[src/rtl/bcd_down_timer.sv]
// bcd_down_timer: loadable two-digit BCD countdown with prescaled tick and done pulse.
// Digit nibbles match the up-counter format so display decoders can be shared.
module bcd_down_timer #(
    parameter int TICK_DIV = 4
) (
    input  logic       clk,
    input  logic       reset,
    input  logic       load,
    input  logic [3:0] load_tens,
    input  logic [3:0] load_ones,
    input  logic       start,
    input  logic       pause,
    output logic [3:0] cnt_ones,
    output logic [3:0] cnt_tens,
    output logic       running,
    output logic       done,
    output logic       load_err
);
    typedef enum logic [1:0] {IDLE, RUN, PAUSED, DONE} state_t;
    state_t state;
    logic [15:0] presc;
    logic load_ok, zero, last, tick;
    assign load_ok = (load_tens <= 4'd9) && (load_ones <= 4'd9);
    assign zero = (cnt_tens == 4'd0) && (cnt_ones == 4'd0);
    assign last = (cnt_tens == 4'd0) && (cnt_ones == 4'd1);
    assign tick = presc == 16'(TICK_DIV - 1);
    always_ff @(posedge clk) begin
        if (reset) begin
            state    <= IDLE;
            presc    <= '0;
            cnt_ones <= '0;
            cnt_tens <= '0;
            running  <= 1'b0;
            done     <= 1'b0;
            load_err <= 1'b0;
        end else begin
            done     <= 1'b0;
            load_err <= 1'b0;
            if (load) begin
                if (load_ok) begin
                    cnt_tens <= load_tens;
                    cnt_ones <= load_ones;
                    state    <= IDLE;
                    running  <= 1'b0;
                    presc    <= '0;
                end else begin
                    load_err <= 1'b1;
                end
            end else if (pause) begin
                if (state == RUN) begin
                    state   <= PAUSED;
                    running <= 1'b0;
                end
            end else if (state == RUN) begin
                if (tick) begin
                    presc <= '0;
                    // Borrow from tens when ones is 0; RUN is never entered at 00
                    if (cnt_ones != 4'd0) begin
                        cnt_ones <= cnt_ones - 4'd1;
                    end else if (cnt_tens != 4'd0) begin
                        cnt_ones <= 4'd9;
                        cnt_tens <= cnt_tens - 4'd1;
                    end
                    if (last || zero) begin
                        state   <= DONE;
                        running <= 1'b0;
                        done    <= last;
                    end
                end else begin
                    presc <= presc + 16'd1;
                end
            end else if (start && !zero && (state == IDLE || state == PAUSED)) begin
                state   <= RUN;
                running <= 1'b1;
                if (state == IDLE) presc <= '0;
            end
        end
    end
endmodule

[config.mk]
export PLATFORM = sky130hd
export DESIGN_NAME = bcd_down_timer
export DESIGN_NICKNAME = d
export VERILOG_FILES = /design/src/rtl/bcd_down_timer.sv
export SDC_FILE = /design/constraint.sdc
export NUM_CORES = 1
export LEC_CHECK = 0
export BUFFER_PORTS_ARGS = -buffer_cell sky130_fd_sc_hd__buf_2
export CELL_PAD_IN_SITES_DETAIL_PLACEMENT = 2
export CELL_PAD_IN_SITES_GLOBAL_PLACEMENT = 2
export CORE_MARGIN = 2
export CORE_UTILIZATION = 36
export DETAILED_ROUTE_END_ITERATION = 12
export PLACE_DENSITY = 0.9
export SLEW_MARGIN = 20
export SYNTH_ARGS = -nofsm -noshare
export SYNTH_HDL_FRONTEND = slang
export SYNTH_SLANG_ARGS = --single-unit
[constraint.sdc]
create_clock -name clk -period 3 [get_ports clk]
set_input_delay 0.3 -clock clk [delete_from_list [all_inputs] [get_ports clk]]
set_output_delay 0.3 -clock clk [all_outputs]
set_load 0.02 [all_outputs]
==> impl_metrics.csv, run 1 <==
group,metric,value,unit
finish,nets,252,
route,antenna_left,0,
clock_tree,post_cts_buffers,0,
timing,finClkSkew,0.003973,ns
floorplanning,initial_core_util,37.34,%
route,via_per_inst,5.836,
yosys,synth_edf_count,0,
clock_tree,cts_tree,"built",
route,drc,0,
place,dp_hpwl,4.246,mm
route,via_count,1774,
timing,tightestPinTransition,0.5951,ns
finish,drive_gt1_share,20.25,%
timing,report.final.slew_viol_count,0,
timing,period_minus_slack,2.083,ns
yosys,ys_seq_elements,29,
place,place_congestion,0.8467,
run_status,status,"complete, no violations",
route,wl_per_cell,20.27,um
clock_tree,cts-htree-levels,2,
yosys,synth.avg_cell_area,8.297,um^2
timing,setup_viol,0,
timing,hold_viol,0,
yosys,synth.area.top_cells,"dfxtp_1 33%, nor2_1 5.3%, nand2_1 3.4%, a211oi_1 3.0%, xnor2_1 3.0%",
critical_path,crit_arrival,2.25,ns
route,first_iter_violations,120,
critical_path,end_kind,"flip-flop",
global_routing,grt_pass1_wl,10.34,mm
yosys,ys_seq_area_share,32.70,%
global_routing,antenna_found_initial,0,
yosys,synth_top_area_share,32.70,%
yosys,yosysWarnings,0,
global_routing,grtUsageTotal,25.17,%
yosys,netlist_instances,214,
floorplanning,fp.dieH,74.23,um
floorplanning,rows,25,
floorplanning,core-area,4755,um^2
clock_tree,cts_buffers,5,
critical_path,crit_required,3.17,ns
clock_tree,cts.sinks,29,
critical_path,path_class,"flip-flop to flip-flop",
finish,syn_to_final_growth,14.73,%
yosys,synth.net_count,230,
timing,tns,0,ns
pwr,p_per_area,468.3,nW/um^2
route,totalWireLength,6.162,mm
clock_tree,cts.path.max_buffers,2,
yosys,synthArstFlopShare,0,%
global_routing,grt_max_degree,23,
place,io_buffer_count,23,
global_routing,first_global_vias,1919,
clock_tree,cts-root-buf,"clkbuf_8",
place,dp_slack,0.8595,ns
floorplanning,die_x,74.23,um
yosys,synth_most_common_cell,"dfxtp_1",
floorplanning,pin_count,24,
clock_tree,clk_latency,0.29,ns
clock_tree,cts_resized,0,
route,drtPass1Iterations,5,
clock_tree,clkSlewWorstSetupHoldPaths,0.07,ns
timing,max_clock_freq,0.4802,GHz
job,drv_cap,0,
critical_path,crit_fanout,4,
floorplanning,die_area,5509,um^2
pwr,peakVddDrop,0.2320,mV
global_routing,grt_overflow,0,
yosys,syn_area,1775,um^2
yosys,yosysTopAreaCell,"dfxtp_1",
yosys,synth_commonest_cells,"29 x dfxtp_1, 25 x nor2_1, 16 x nand2_1",
timing,max_slew_margin,60.18,%
pwr,p_leak,0.7159,nW
hold_path,hp-class,"input pin to flip-flop",
clock_tree,ctsHoldBuffers,0,
timing,rsz0062_at_grt,"false",
yosys,ys_types,62,
yosys,ys.flop_type,"dfxtp_1",
timing,min_period_over_period,69.42,%
critical_path,critPathLaunchType,"flip-flop",
finish,diodes,0,
timing,fin_ws,0.9173,ns
## logic make-up after synthesis
| family | synth area share, % |
|---|---|
| buffers and inverters | 3.876 |
| adders and majority gates | 2.114 |
| and+or+nand+nor | 29.18 |
| muxes | 2.326 |
| xor gates and xnor gates | 3.947 |
| DFF | 32.70 |
| AOI/OAI and AO/OA | 25.86 |
## registers in the layout (all words and copies together), names as in the netlist
signal    count
cnt_ones      4
running       1
done          1
load_err      1
state         2
presc        16
cnt_tens      4
## cell type report
class | instances | area (um^2)
clock inverters | 1 | 5.005
fillers | 563 | 2718
inverters | 8 | 30.03
flip-flops and latches | 29 | 580.6
multi-input cells | 169 | 1126
repair buffers | 23 | 115.1
clock buffers | 7 | 96.34
well taps | 67 | 83.83
## metal layers
metal	wire, um	GRT usage [%]	part of all wire, %	vias up
met1	2936	33.80	48	879
met2	2903	41.47	47	40
met4	56	6.746	0.91	0
li1	-	-	-	849
met3	266	5.014	4.3	6
met5	0	0	0	-
## power breakdown
group          total [mW]  leakage [nW]  switching, mW  internal, mW
clock network       0.372        0.0542          0.164         0.207
logic               0.169         0.426          0.112        0.0579
registers           0.413         0.235         0.0162         0.396
total               0.954         0.716          0.292         0.662
## layout by cell type (no fill, tap or decap), drive strengths merged, types with 6 or more instances in the layout
cell type,synthesis,routed
nor3,7,7
dfxtp,29,29
xnor2,6,6
nand3,8,8
nor2,26,26
o21ai,13,13
a21oi,9,9
buf,5,23
nand2,17,17
inv,8,8
clkbuf,3,7
a211oi,8,8
## worst paths after layout
kind | start | end | slack [ns] | cells past startpoint
hold reg to reg | presc[1] | presc[1] | 0.50 | 2
hold / removal | load_ones[0] | cnt_ones[0] | 0.26 | 3
setup reg to reg | presc[0] | cnt_ones[1] | 0.92 | 6
setup / recovery | presc[0] | cnt_ones[1] | 0.92 | 6
## through the flow
| stage | instances | cell area (um^2) | hold WS (ns) | power (mW) | utilization (%) |
|---|---|---|---|---|---|
| 5_1_grt | 304 | 2037 | 0.2790 | 0.9948 | 42.84 |
| 2_1_floorplan | 214 | 1775 | 0.4504 | 0.5327 | - |
| 4_1_cts | 304 | 2037 | 0.2655 | 0.9568 | 42.84 |
| 6_report | 304 | 2037 | 0.2643 | 0.9538 | 42.84 |
| 3_5_place_dp | 296 | 1936 | 0.4933 | 0.5851 | 40.71 |
| 3_3_place_gp | 296 | 1936 | 0.4780 | 0.5787 | 40.71 |
## worst max-delay path, stage by stage, from the launching register on
cell and delay (ns):
dfxtp_1 0.37, ha_1 0.23, nor4b_2 0.26, nand4_1 0.30, o31ai_2 0.49, mux2i_1 0.25
nor2_1 0.05
Power figures use the tool's default switching activity.
==> run 2: changes to the inputs <==
- CORE_UTILIZATION: 36 -> 31
- PLACE_DENSITY: 0.9 -> 0.83
- clock period: 3 -> 1.89 ns (I/O delays scaled with it)
==> run 2 against run 1 <==
Compared with the run above:
- the run now ends with negative setup slack left
- sequential power increased by 56%
- via count increased by 19%
- final area increased by 24%
- global-route usage increased by 0.21 points
- sequential cell count unchanged
- non-clock buffer count increased by 41
- register-to-register slack got worse by 0.94 ns
- wire length increased by 47%
- critical path type unchanged
- largest power group unchanged
==> impl_metrics.csv, run 2 (same netlist as run 1, synthesis figures left out) <==
group,metric,value,unit
timing,min_period_over_period,101.1,%
critical_path,reg2reg_to,"presc[11]",
timing,tns,-0.04910,ns
route,wl_per_cell,25.67,um
global_routing,grt_max_degree,15,
finish,top_register,"presc",
timing,fin_ws,-0.02093,ns
timing,tightestPinTransition,0.4973,ns
critical_path,path_class,"flip-flop to flip-flop",
place,io_buffer_count,23,
finish,nets,294,
route,wl_met2,4.529,mm
route,top_layer,"met4",
route,antenna_left,0,
critical_path,timing.rr.start,"cnt_tens[1]",
pwr,power_frac_seq,40.0,%
timing,max_clock_freq,0.5233,GHz
pwr,p_per_area,639.5,nW/um^2
timing,finClkSkew,0.005796,ns
critical_path,critPathLaunchType,"flip-flop",
route,met1_length,3.672,mm
floorplanning,rows,27,
hold_path,hold_start,"load_tens[0]",
critical_path,r2r_setup_slack,-0.02,ns
finish,drive_gt1_share,41.22,%
critical_path,worstRegToRegCells,8,
timing,setup_viol,3,
finish,syn_to_final_growth,42.07,%
pwr,p_sw_share,34.73,%
pwr,p_leak,0.9580,nW
finish,layout_common_cells,"39 x buf_4, 23 x nor2_1, 23 x dfxtp_1, 23 x buf_2, 15 x nand2_1",
global_routing,grtUsageTotal,25.37,%
pwr,power.switching,0.5602,mW
route,wl_met3,447,um
place,place_congestion,0.8089,
timing,rsz0062_at_grt,"true",
place,dp_hpwl,5.265,mm
hold_path,hp-class,"input pin to flip-flop",
finish,final_common_cell,"buf_4",
timing,hold_viol,0,
clock_tree,clk_latency,0.30,ns
global_routing,first_global_vias,2208,
run_status,violations,"negative setup slack",
run_status,status,"complete, but fails checks",
route,totalWireLength,9.037,mm
global_routing,grt_pass1_wl,12.11,mm
route,via_per_inst,5.980,
clock_tree,cts.path.max_buffers,2,
clock_tree,cts-htree-levels,2,
place,dp_slack,-0.1867,ns
route,drtPass1Iterations,4,
route,first_iter_violations,144,
floorplanning,initial_core_util,32.24,%
floorplanning,fp.dieH,79.68,um
critical_path,crit_fanout,5,
timing,period_minus_slack,1.911,ns
clock_tree,cts-root-buf,"clkbuf_8",
floorplanning,pin_count,24,
clock_tree,cts_buffers,5,
pwr,power,1.613,mW
clock_tree,clkSlewWorstSetupHoldPaths,0.07,ns
route,drc,0,
hold_path,holdPathStages,3,
global_routing,grt_overflow,0,
finish,final_core_util,45.81,%
finish,largest_reg_flops,16,
timing,report.final.slew_viol_count,0,
global_routing,antenna_found_initial,1,
pwr,peakVddDrop,0.2262,mV
clock_tree,cts_tree,"built",
floorplanning,core-area,5507,um^2
clock_tree,ctsHoldBuffers,0,
timing,max_slew_margin,66.54,%
pwr,power_frac_clock,33.2,%
pwr,p_int,1.053,mW
critical_path,crit_required,2.13,ns
pwr,comb_power_share,26.8,%
finish,reg_top3,"presc: 16 flops, cnt_ones: 4 flops, cnt_tens: 4 flops",
floorplanning,die_x,79.68,um
critical_path,end_kind,"flip-flop",
critical_path,crit_arrival,2.15,ns
floorplanning,die_area,6349,um^2
hold_path,hold_end,"cnt_tens[0]",
route,via_count,2105,
job,drv_cap,0,
clock_tree,cts.sinks,29,
[run 2: cell count changes in the layout (fill, tap and decap cells not counted), sizes merged]
cell / delta
a21oi: +1
buf: +41
clkbuf: -1
clkinv: +1
diode: +1
[run 2: worst max path at each step]
stage | start | endpoint | cells past startpoint
2_1_floorplan | cnt_tens[0] | presc[7] | 7
3_3_place_gp | cnt_tens[0] | presc[8] | 8
3_5_place_dp | cnt_tens[0] | presc[8] | 8
4_1_cts | cnt_tens[1] | presc[4] | 8
5_1_grt | presc[0] | running | 7
6_report | cnt_tens[1] | presc[11] | 8
[run 2: power groups by stage]
stage	Combinational, mW	Clock [mW]	Sequential (mW)
floorplan	0.173	0	0.676
global placement	0.314	0	0.653
detailed placement	0.331	0	0.656
CTS	0.351	0.525	0.642
global route	0.456	0.566	0.647
finish	0.432	0.536	0.645
[run 2: layer usage]
layer  up-vias  GRT usage (%)
li1        940              -
met1      1071          31.42
met2        66          42.86
met3        28          5.090
met4         0          10.17
met5         -              0
[run 2: area by class of cell]
| class | instances | area, um^2 |
|---|---|---|
| clock buffers | 6 | 72.57 |
| multi-input cells | 170 | 1296 |
| inverters | 8 | 30.03 |
| diodes | 1 | 2.502 |
| clock inverters | 2 | 10.01 |
| repair buffers | 64 | 430.4 |
| well taps | 72 | 90.09 |
| fillers | 625 | 2984 |
| flip-flops and latches | 29 | 590.6 |
[run 2: metrics by stage]
step / hold slack (ns) / instance area (um^2) / cells
after floorplan: 0.3394 / 1783 / 214
after global placement: 0.4506 / 2182 / 332
after detailed placement: 0.4634 / 2182 / 332
after CTS: 0.1507 / 2311 / 342
after global routing: 0.1682 / 2522 / 352
final: 0.1556 / 2522 / 352
[run 2: worst max-delay path, stage by stage, from the launching register on]
cell and delay, ns:
dfxtp_2 0.33, inv_2 0.08, ha_4 0.13, or3b_4 0.40, o21ai_4 0.26, buf_6 0.18
a21oi_4 0.09, a21bo_1 0.23, a31o_1 0.15
[run 2: repair_timing]
item,in CTS,in global routing
cloned,1,0
setup buffers,1,9
endpoints found under the setup margin,23,27
resized for setup,8,35
pin swaps,4,10
==> run 3: changes to the inputs <==
- CORE_UTILIZATION: 31 -> 35
- CTS_BUF_LIST: default -> sky130_fd_sc_hd__clkbuf_4 sky130_fd_sc_hd__clkbuf_8
- PLACE_DENSITY: 0.83 -> 0.88
- clock period: 1.89 -> 1.8 ns (I/O delays scaled with it)
==> run 3 against run 2 <==
Compared with the run above:
- the run now fails in 5_1_grt
- synthesized area unchanged
- synthesized cell count unchanged
==> impl_metrics.csv, run 3 <==
group,metric,value,unit
run_status,status,"stopped before the end",
run_status,stop_stage,"5_1_grt",
run_status,error_line,"[ERROR DPL-0033] detailed placement checks failed during check placement.",
timing,worst_path_end_type,"sequential cell input",
yosys,synth.net_count,230,
floorplanning,initial_core_util,36.86,%
yosys,synth_edf_count,0,
yosys,synth_commonest_cells,"29 x dfxtp_1, 25 x nor2_1, 16 x nand2_1",
place,dp_slack,-0.2773,ns
place,io_buffer_count,23,
yosys,netlist_instances,214,
clock_tree,cts-htree-levels,2,
global_routing,grt_max_degree,14,
yosys,synth_top_area_share,32.70,%
place,place_congestion,0.8182,
yosys,synthArstFlopShare,0,%
yosys,yosysWarnings,0,
global_routing,antenna_found_initial,0,
yosys,synth.area.top_cells,"dfxtp_1 33%, nor2_1 5.3%, nand2_1 3.4%, a211oi_1 3.0%, xnor2_1 3.0%",
yosys,ys_seq_elements,29,
clock_tree,cts-root-buf,"clkbuf_8",
yosys,synth.avg_cell_area,8.297,um^2
floorplanning,die_x,75.23,um
clock_tree,cts_buffers,5,
yosys,ys.flop_type,"dfxtp_1",
yosys,syn_area,1775,um^2
floorplanning,pin_count,24,
yosys,synth_most_common_cell,"dfxtp_1",
clock_tree,cts.sinks,29,
clock_tree,ctsHoldBuffers,0,
yosys,yosysTopAreaCell,"dfxtp_1",
clock_tree,cts.path.max_buffers,2,
floorplanning,fp.dieH,75.23,um
timing,globalroute.repair_timing.worst_endpoint,"cnt_ones[2]$_SDFFE_PP0P_/D",
yosys,ys_types,62,
yosys,ys_seq_area_share,32.70,%
floorplanning,rows,25,
place,postPlaceCellArea,2272,um^2
place,dp_hpwl,5.860,mm
run 3: cell counts after synthesis:
Identical to the previous run, type by type.
run 3: cell families after synthesis:
kind of cell               Yosys count  share of synthesized area, %
xor gates and xnor gates             8                         3.947
buffers and inverters               16                         3.876
DFF                                 29                         32.70
muxes                                4                         2.326
and+or+nand+nor                     94                         29.18
AOI/OAI and AO/OA                   60                         25.86
adders and majority gates            3                         2.114
run 3: through the flow:
step	setup TNS [ns]	instances
after floorplan	-0.06129	214
after global placement	-0.3753	338
after detailed placement	-4.913	338
after CTS	-1.702	355
run 3: what timing repair did:
item	4_1_cts
setup endpoints to repair	28
setup buffers	9
gates resized for setup	46
pin swaps	24
==> run 4: changes to the inputs <==
- CELL_PAD_IN_SITES_DETAIL_PLACEMENT: 2 -> default
- CELL_PAD_IN_SITES_GLOBAL_PLACEMENT: 2 -> default
- CORE_UTILIZATION: 35 -> 30
- CTS_BUF_LIST: sky130_fd_sc_hd__clkbuf_4 sky130_fd_sc_hd__clkbuf_8 -> default
- PLACE_DENSITY: 0.88 -> default
- PLACE_DENSITY_LB_ADDON: default -> 0.15
==> run 4 against run 3 <==
Compared with the run above:
- the flow now finishes, with violations (negative setup slack)
==> impl_metrics.csv, run 4 (same netlist as run 1, synthesis figures left out) <==
group,metric,value,unit
run_status,status,"complete, but fails checks",
run_status,violations,"negative setup slack",
critical_path,path_class,"flip-flop to flip-flop",
critical_path,critPathLaunchType,"flip-flop",
critical_path,crit_fanout,5,
finish,reg_top3,"presc: 16 flops, cnt_ones: 4 flops, cnt_tens: 4 flops",
route,via_count,1894,
hold_path,hp-class,"input pin to flip-flop",
global_routing,grt_max_degree,12,
pwr,power_frac_clock,35.1,%
pwr,comb_power_share,24.7,%
timing,fin_ws,-0.03414,ns
floorplanning,die_x,80.93,um
route,wl_met3,291,um
clock_tree,cts-root-buf,"clkbuf_8",
clock_tree,cts_tree,"built",
route,met1_length,2.397,mm
finish,drive_gt1_share,39.93,%
finish,largest_reg_flops,16,
route,first_iter_violations,80,
floorplanning,initial_core_util,30.53,%
floorplanning,pin_count,24,
critical_path,crit_arrival,2.04,ns
global_routing,grt_pass1_wl,8.776,mm
clock_tree,cts_buffers,5,
finish,top_register,"presc",
finish,nets,298,
timing,hold_viol,0,
route,drc,0,
clock_tree,clk_latency,0.28,ns
finish,fillerInstances,621,
timing,rsz0062_at_grt,"true",
route,antenna_left,0,
global_routing,first_global_vias,1822,
place,io_buffer_count,23,
timing,min_period_over_period,101.9,%
critical_path,end_kind,"flip-flop",
floorplanning,die_area,6550,um^2
job,drv_cap,0,
finish,fin_cells,358,
finish,final_common_cell,"buf_4",
finish,syn_to_final_growth,42.49,%
finish,diodes,0,
pwr,p_per_area,665.6,nW/um^2
pwr,p_int,1.199,mW
clock_tree,cts.path.max_buffers,2,
route,wl_per_cell,14.95,um
floorplanning,fp.dieH,80.93,um
timing,max_clock_freq,0.5452,GHz
timing,report.final.slew_viol_count,0,
pwr,p_leak,0.9807,nW
route,via_per_inst,5.291,
clock_tree,clkSlewWorstSetupHoldPaths,0.07,ns
route,totalWireLength,5.351,mm
pwr,power.switching,0.4844,mW
place,place_congestion,0.7988,
global_routing,antenna_found_initial,0,
timing,finClkSkew,0.007172,ns
pwr,peakVddDrop,0.3522,mV
timing,setup_viol,10,
route,drtPass1Iterations,4,
pwr,power,1.684,mW
pwr,p_sw_share,28.77,%
timing,tightestPinTransition,0.5423,ns
floorplanning,core-area,5816,um^2
global_routing,grtUsageTotal,17.44,%
clock_tree,ctsHoldBuffers,0,
floorplanning,rows,28,
place,dp_hpwl,3.909,mm
timing,period_minus_slack,1.834,ns
route,top_layer,"met4",
clock_tree,cts.sinks,29,
route,wl_met2,2.485,mm
timing,max_slew_margin,63.84,%
pwr,power_frac_seq,40.1,%
clock_tree,cts-htree-levels,2,
critical_path,crit_required,2.01,ns
place,dp.cells,343,
global_routing,grt_overflow,0,
finish,layout_common_cells,"42 x buf_4, 24 x dfxtp_1, 23 x nor2_1, 23 x buf_2, 16 x nand2_1",
run 4: final timing paths:
path / from / endpoint / slack, ns / cells after the start
setup reg to reg: cnt_ones[1] / presc[4] / -0.03 / 6
hold / removal: load_ones[0] / cnt_ones[0] / 0.15 / 3
hold reg to reg: running / running / 0.53 / 1
setup / recovery: cnt_ones[1] / presc[4] / -0.03 / 6
run 4: power groups by stage:
| stage | sequential (mW) | combinational [mW] | clock [mW] |
|---|---|---|---|
| after global placement | 0.689 | 0.341 | 0 |
| after CTS | 0.675 | 0.377 | 0.617 |
| after detailed placement | 0.689 | 0.337 | 0 |
| final | 0.676 | 0.417 | 0.591 |
| after global routing | 0.677 | 0.452 | 0.654 |
| after floorplan | 0.711 | 0.185 | 0 |
run 4: final cells by class:
type                            count  area, um^2  share of cell area [%]
Clock inverter                      1       5.005                  0.1978
Clock buffer                        7       96.34                   3.808
Inverter                            8       30.03                   1.187
Sequential cell                    29       586.8                   23.19
Multi-Input combinational cell    170        1231                   48.66
Tap cell                           75       93.84                   3.709
Timing Repair Buffer               68       486.7                   19.24
run 4: metal layers:
metal / up-vias / track usage, %
li1: 942 / -
met1: 868 / 21.64
met2: 65 / 28.84
met3: 19 / 3.667
met4: 0 / 8.136
met5: - / 0
run 4: what timing repair did:
item | 4_1_cts | 5_1_grt
buffers inserted | 3 | 2
resized for setup | 9 | 13
gates cloned | 1 | 1
setup endpoints to repair | 18 | 24
pin swaps | 3 | 10
run 4: worst max-delay path, stage by stage (launching register included):
cell and delay [ns]:
dfxtp_2 0.32, or4_4 0.58, o21ai_4 0.25, buf_12 0.16, a211oi_4 0.09, a31o_1 0.25, a21oi_1 0.11
run 4: through the flow:
step / setup slack, ns / TNS [ns] / cell area (um^2) / hold slack [ns] / utilization, %
2_1_floorplan: -0.02524 / -0.06129 / 1797 / 0.3228 / -
3_3_place_gp: -0.03631 / -0.1336 / 2260 / 0.4341 / 38.86
3_5_place_dp: -0.06859 / -0.3388 / 2260 / 0.4391 / 38.86
4_1_cts: -0.003529 / -0.003529 / 2436 / 0.1422 / 41.89
5_1_grt: -0.1293 / -1.668 / 2530 / 0.1324 / 43.50
6_report: -0.03414 / -0.1880 / 2530 / 0.1469 / 43.50
